File: src/rtl/pipeline_3_memory.sv
// pipeline_3_memory
// Memory-access stage of the pipelined datapath, directly after execute.
// It captures the execute-stage control word, ALU result, store data and
// destination register number, and issues at most one data-memory access
// per instruction over a req/ready handshake. Upstream is stalled while
// that access is outstanding. The write-back value is the ALU result, or
// the loaded word for a pure load.
//
// Ports
//   clk, rst          clock; asynchronous active-high reset
//   control_in[21:0]  control word from execute (all-zero = bubble)
//                     [11] mem_read, [12] mem_write, [13] reg_write
//   result_in[15:0]   ALU result: memory address / non-load write-back value
//   data_Rd_in[15:0]  forwarded Rd value, used as store data
//   num_Rd_in[2:0]    destination register number
//   mem_ready         memory completes the current request this cycle
//   mem_rdata[15:0]   read data, qualified by mem_ready during a read
//   stall_out         upstream must hold; this stage is not capturing
//   mem_req/mem_we/mem_addr/mem_wdata   request to data memory (0 when idle)
//   control_out, num_Rd_out            captured control word / Rd number
//   wb_data_out, wb_valid_out          write-back value and its qualifier
//   mem_err_out       sticky flag: an access was abandoned after TIMEOUT cycles
//
// state    | meaning
// ---------+----------------------------------------------------------
// ST_IDLE  | stage register open; holds the last captured instruction
// ST_REQ   | memory request outstanding; upstream stalled

module pipeline_3_memory #(
  parameter int TIMEOUT = 255
) (
  input  logic        clk,
  input  logic        rst,
  input  logic [21:0] control_in,
  input  logic [15:0] result_in,
  input  logic [15:0] data_Rd_in,
  input  logic [2:0]  num_Rd_in,
  input  logic        mem_ready,
  input  logic [15:0] mem_rdata,
  output logic        stall_out,
  output logic        mem_req,
  output logic        mem_we,
  output logic [15:0] mem_addr,
  output logic [15:0] mem_wdata,
  output logic [21:0] control_out,
  output logic [15:0] wb_data_out,
  output logic [2:0]  num_Rd_out,
  output logic        wb_valid_out,
  output logic        mem_err_out
);

  typedef enum logic {
    ST_IDLE = 1'b0,
    ST_REQ  = 1'b1
  } state_e;

  // Counter value seen in the last permitted REQ cycle.
  localparam logic [7:0] CNT_LAST = 8'(TIMEOUT - 1);

  state_e      state_q, state_d;
  logic [21:0] ctrl_q;
  logic [15:0] res_q;
  logic [15:0] rd_data_q;
  logic [2:0]  num_q;
  logic [15:0] load_q, load_d;
  logic [7:0]  cnt_q, cnt_d;
  logic        err_q, err_d;

  logic stage_en;
  logic in_mem_op;
  logic cap_read;
  logic cap_write;
  logic cap_is_load;

  assign stage_en    = (state_q == ST_IDLE);
  // A bubble has no memory bits set, so the non-bubble check is implied.
  assign in_mem_op   = control_in[11] | control_in[12];
  assign cap_read    = ctrl_q[11];
  assign cap_write   = ctrl_q[12];
  // Read and write together is treated as a write; the load path is unused.
  assign cap_is_load = cap_read & ~cap_write;

  always_ff @(posedge clk or posedge rst) begin
    if (rst) begin
      ctrl_q    <= '0;
      res_q     <= '0;
      rd_data_q <= '0;
      num_q     <= '0;
    end else if (stage_en) begin
      ctrl_q    <= control_in;
      res_q     <= result_in;
      rd_data_q <= data_Rd_in;
      num_q     <= num_Rd_in;
    end
  end

  always_ff @(posedge clk or posedge rst) begin
    if (rst) begin
      state_q <= ST_IDLE;
      load_q  <= '0;
      cnt_q   <= '0;
      err_q   <= 1'b0;
    end else begin
      state_q <= state_d;
      load_q  <= load_d;
      cnt_q   <= cnt_d;
      err_q   <= err_d;
    end
  end

  always_comb begin
    state_d = state_q;
    load_d  = load_q;
    cnt_d   = cnt_q;
    err_d   = err_q;
    case (state_q)
      ST_IDLE: begin
        if (in_mem_op) begin
          state_d = ST_REQ;
          cnt_d   = '0;
        end
      end
      ST_REQ: begin
        if (mem_ready) begin
          state_d = ST_IDLE;
          if (cap_is_load) begin
            load_d = mem_rdata;
          end
        end else if (cnt_q == CNT_LAST) begin
          state_d = ST_IDLE;
          err_d   = 1'b1;
          load_d  = '0;
        end else begin
          cnt_d = cnt_q + 8'd1;
        end
      end
      default: state_d = ST_IDLE;
    endcase
  end

  // stall depends on state only, never on mem_ready, to keep it off the
  // memory's combinational ready path.
  assign stall_out    = (state_q == ST_REQ);
  assign mem_req      = (state_q == ST_REQ);
  assign mem_we       = (state_q == ST_REQ) & cap_write;
  assign mem_addr     = (state_q == ST_REQ) ? res_q : 16'h0000;
  assign mem_wdata    = (state_q == ST_REQ) ? rd_data_q : 16'h0000;

  assign control_out  = ctrl_q;
  assign num_Rd_out   = num_q;
  assign wb_data_out  = cap_is_load ? load_q : res_q;
  assign wb_valid_out = (state_q == ST_IDLE) & (ctrl_q != 22'd0);
  assign mem_err_out  = err_q;

endmodule

File: config.mk
export PLATFORM = sky130hd
export DESIGN_NAME = pipeline_3_memory
export DESIGN_NICKNAME = d
export VERILOG_FILES = /design/src/rtl/pipeline_3_memory.sv
export SDC_FILE = /design/constraint.sdc
export NUM_CORES = 1
export LEC_CHECK = 0
export CORE_ASPECT_RATIO = 0.5
export CORE_MARGIN = 3
export CORE_UTILIZATION = 44
export DETAILED_ROUTE_END_ITERATION = 6
export PLACE_DENSITY = 0.87
export SETUP_SLACK_MARGIN = 0.5
export SLEW_MARGIN = 20
export SYNTH_ARGS = -nofsm -noshare
export SYNTH_HDL_FRONTEND = slang
export SYNTH_SLANG_ARGS = --single-unit
export TNS_END_PERCENT = 5
File: constraint.sdc
create_clock -name clk -period 3.29 [get_ports clk]
set_input_delay 0.658 -clock clk [delete_from_list [all_inputs] [get_ports clk]]
set_output_delay 0.658 -clock clk [all_outputs]
set_load 0.02 [all_outputs]
==> metrics.txt <==
reg-to-reg startpoint mem_req$_DFF_PP0_; Antenna Violating Nets Remaining 0; postcts setup bufs 0; PostCTS Resize Cnt 1; mapped cell area 3959 um2; number of failing hold endpoints at the final stage 0; Commonest cells post-synth dfrtp_1 (83), mux2_2 (73), and2_1 (33), a21oi_1 (22), nand2_1 (22); via count of the first global-routing pass 3222; number of vias in the routed layout 3095; launch point of the critical path mem_req$_DFF_PP0_; tightest slew margin relative to the limit 55.22%; fraction of layout cells with a size suffix above 1 21.54%; origin of the worst min-delay path mem_err_out$_DFFE_PP0P_; Core ar. 8374 um2; main area contributors after synthesis dfrtp_1 (52%), mux2_2 (21%), and2_1 (5.2%); worst-path cell with the longest stage delay dfrtp_4; final total power 3.800 mW; unrepaired setup endpoints after global routing true; synthesized area per cell 11.82 um2; via density per instance 5.124; crit path buf inv count 2; total half-perimeter wirelength after legalization and detailed placement 7.096 mm; final setup violation count 0; Min Clock Period, post-route 2705 ps; NumNets Final 565; largest net degree at the start of global routing 53; total congestion overflow 0; prevailing post-synth register cell dfrtp_1; setup skew after layout 4.547 ps; most common cell in the netlist dfrtp_1; clock buffer count from CTS 9; remaining routing DRC violations 0; detailed-route wire length 10.17 mm; synthesis-stage register bit count 83; worst-case vdd ir drop 0.3344 mV; initial antenna violation count 0; share of synthesized area occupied by flip-flops and latches 52.47%; leak pwr 2.447 nW; Port Buffer Count 153; Synth Instances 335; highest clock rate 369.7 MHz; setup TNS 0 ps; number of optimization iterations in the first detailed-route pass 4; Post-synth EDFFs 0; filler cell count in the final layout 620; average detailed-routed wire length per instance 16.84 um; num ports 154; initial standard-cell utilization of the core 47.27%; critical path peak fanout 39; H-tree lvl count 3; fraction of post-synthesis cell area in the top cell type by area 52.47%; Req. time, crit path 2630 ps; number of hold buffers added after CTS 0; endpoint class of the critical path output pin; Worst Setup Start Kind flop; power density of the placed cells 639.6 nW/um2; distinct cell type count after synthesis 40; Iter 0 DRT Violations 150; arrival time of data at the critical path endpoint 2050 ps; area enclosed by the die boundary 10240 um2; overall die width 140.1 um; total global routing track utilization 20.46%; GPL Wtd Cong 0.8021; clock transition at the registers of the reported paths 60 ps; sink count of the clock tree 83; CP top delay family buffers and inverters; floorplan row count 23; CP max stage delay 670 ps; Yosys warnings 0; worst-path cell chain buf_12 > and2_1 > clkdlybuf4s50_1; max-capacitance violation count 0; diode insertion count for antenna repair 0; cell at the root of the clock tree clkbuf_16; run status finished, final reports clean; worst hold-check path type reg -> reg; final slew viol count 0; post-synth net total 413; Crit Path Category reg -> out; global-route wire length before repair 16.57 mm; cell taking the most area after synthesis dfrtp_1; CTS tree yes; vertical die dimension 73.07 um; fraction of the cycle the final worst path needs 82.22%; layout overhead on the synthesized area 50.06%; slew at the pin closest to its max-slew limit 668.0 ps; Post-synth ARST share 100.0%; Worst-Skew Late Latency 330 ps; Bufs on Longest Clock Path 2
[through the flow]
step           hold WS [ps]  utilization [%]  area [um2]  cells  worst slack, ps
2_1_floorplan         470.5                -        3963    335             1233
3_3_place_gp          450.1            67.10        5619    588            875.8
3_5_place_dp          468.3            67.10        5619    588            887.0
4_1_cts               482.0            70.90        5937    604            547.4
5_1_grt               516.5            70.94        5941    604            493.6
6_report              476.3            70.94        5941    604            585.0
[worst paths after layout]
check	depth (start not counted)	endpoint	slack [ps]
worst max-delay path	3	mem_addr[14]	590
worst min-delay path	1	mem_err_out$_DFFE_PP0P_	480
worst max register to register	5	cnt_q[7]$_DFFE_PP0P_	1260
worst min register to register	1	mem_err_out$_DFFE_PP0P_	480
max in group asynchronous	3	load_q[11]$_DFFE_PP0P_	2200
min in group asynchronous	3	control_out[11]$_DFFE_PP0N_	760
[layout by cell type (no fill, tap or decap), drive strengths merged, types with 2 or more instances in the layout]
cell / synthesis / final
a22o: 3 / 3
nor3: 5 / 5
buf: 13 / 9
a31oi: 2 / 2
clkbuf: 8 / 10
xnor2: 2 / 2
nand2b: 2 / 2
dfrtp: 83 / 83
and4: 2 / 2
nand3b: 2 / 2
clkinv: 0 / 3
nand2: 22 / 22
nor2b: 17 / 17
nand3: 18 / 18
or2: 2 / 2
nand4b: 2 / 2
ha: 2 / 2
mux2: 73 / 73
a21oi: 23 / 23
bufinv: 0 / 2
clkinvlp: 0 / 2
clkdlybuf4s50: 0 / 152
inv: 4 / 3
nor4: 5 / 5
nor2: 2 / 2
and2: 34 / 34
[worst reg2reg max path, delay by kind of cell (launching register included)]
kind,cells,cell delay (ps)
buffers and inverters,1,240
flip-flops,1,640
AND/OR/NAND/NOR,4,1070
[final cells by class]
type	count	area [um2]	share of cell area, %
clock inverter	6	90.09	1.516
timing repair buffer	162	1639	27.59
inverter	4	18.77	0.3159
tap	112	140.1	2.359
sequential	83	2081	35.03
clock buffer	10	229.0	3.854
multi-input combinational	227	1743	29.34
[state kept, by name, summed over array words and instances, names as in the netlist]
signal and flops:
cnt_q 8, control_out 22, load_q 16, mem_err_out 1
mem_req 1, num_Rd_out 3, rd_data_q 16, res_q 16
[cells by family (layout without fill, tap and decap cells)]
group / count (synthesis) / in the layout / synth area share (%)
simple gates: 117 / 117 / 16.97
mux: 73 / 73 / 20.76
buf+inv: 25 / 182 / 3.508
xor+xnor: 3 / 3 / 0.6638
compound gates: 32 / 32 / 4.994
flops: 83 / 83 / 52.47
fa+ha+maj: 2 / 2 / 0.6320
[layer usage]
metal,wire length (um),vias to the layer above,GRT usage [%],share of wire [%]
li1,-,1470,-,-
met1,4075,1502,24.08,40
met2,5473,106,37.34,54
met3,455,17,5.170,4.5
met4,165,0,6.660,1.6
met5,0,-,0,0
[where the power goes]
part / total (mW) / internal, mW / switching, mW
logic: 1.33 / 0.737 / 0.592
clock network: 1.07 / 0.666 / 0.406
registers: 1.40 / 1.23 / 0.166
No activity file was read; power rests on OpenSTA's default activity.
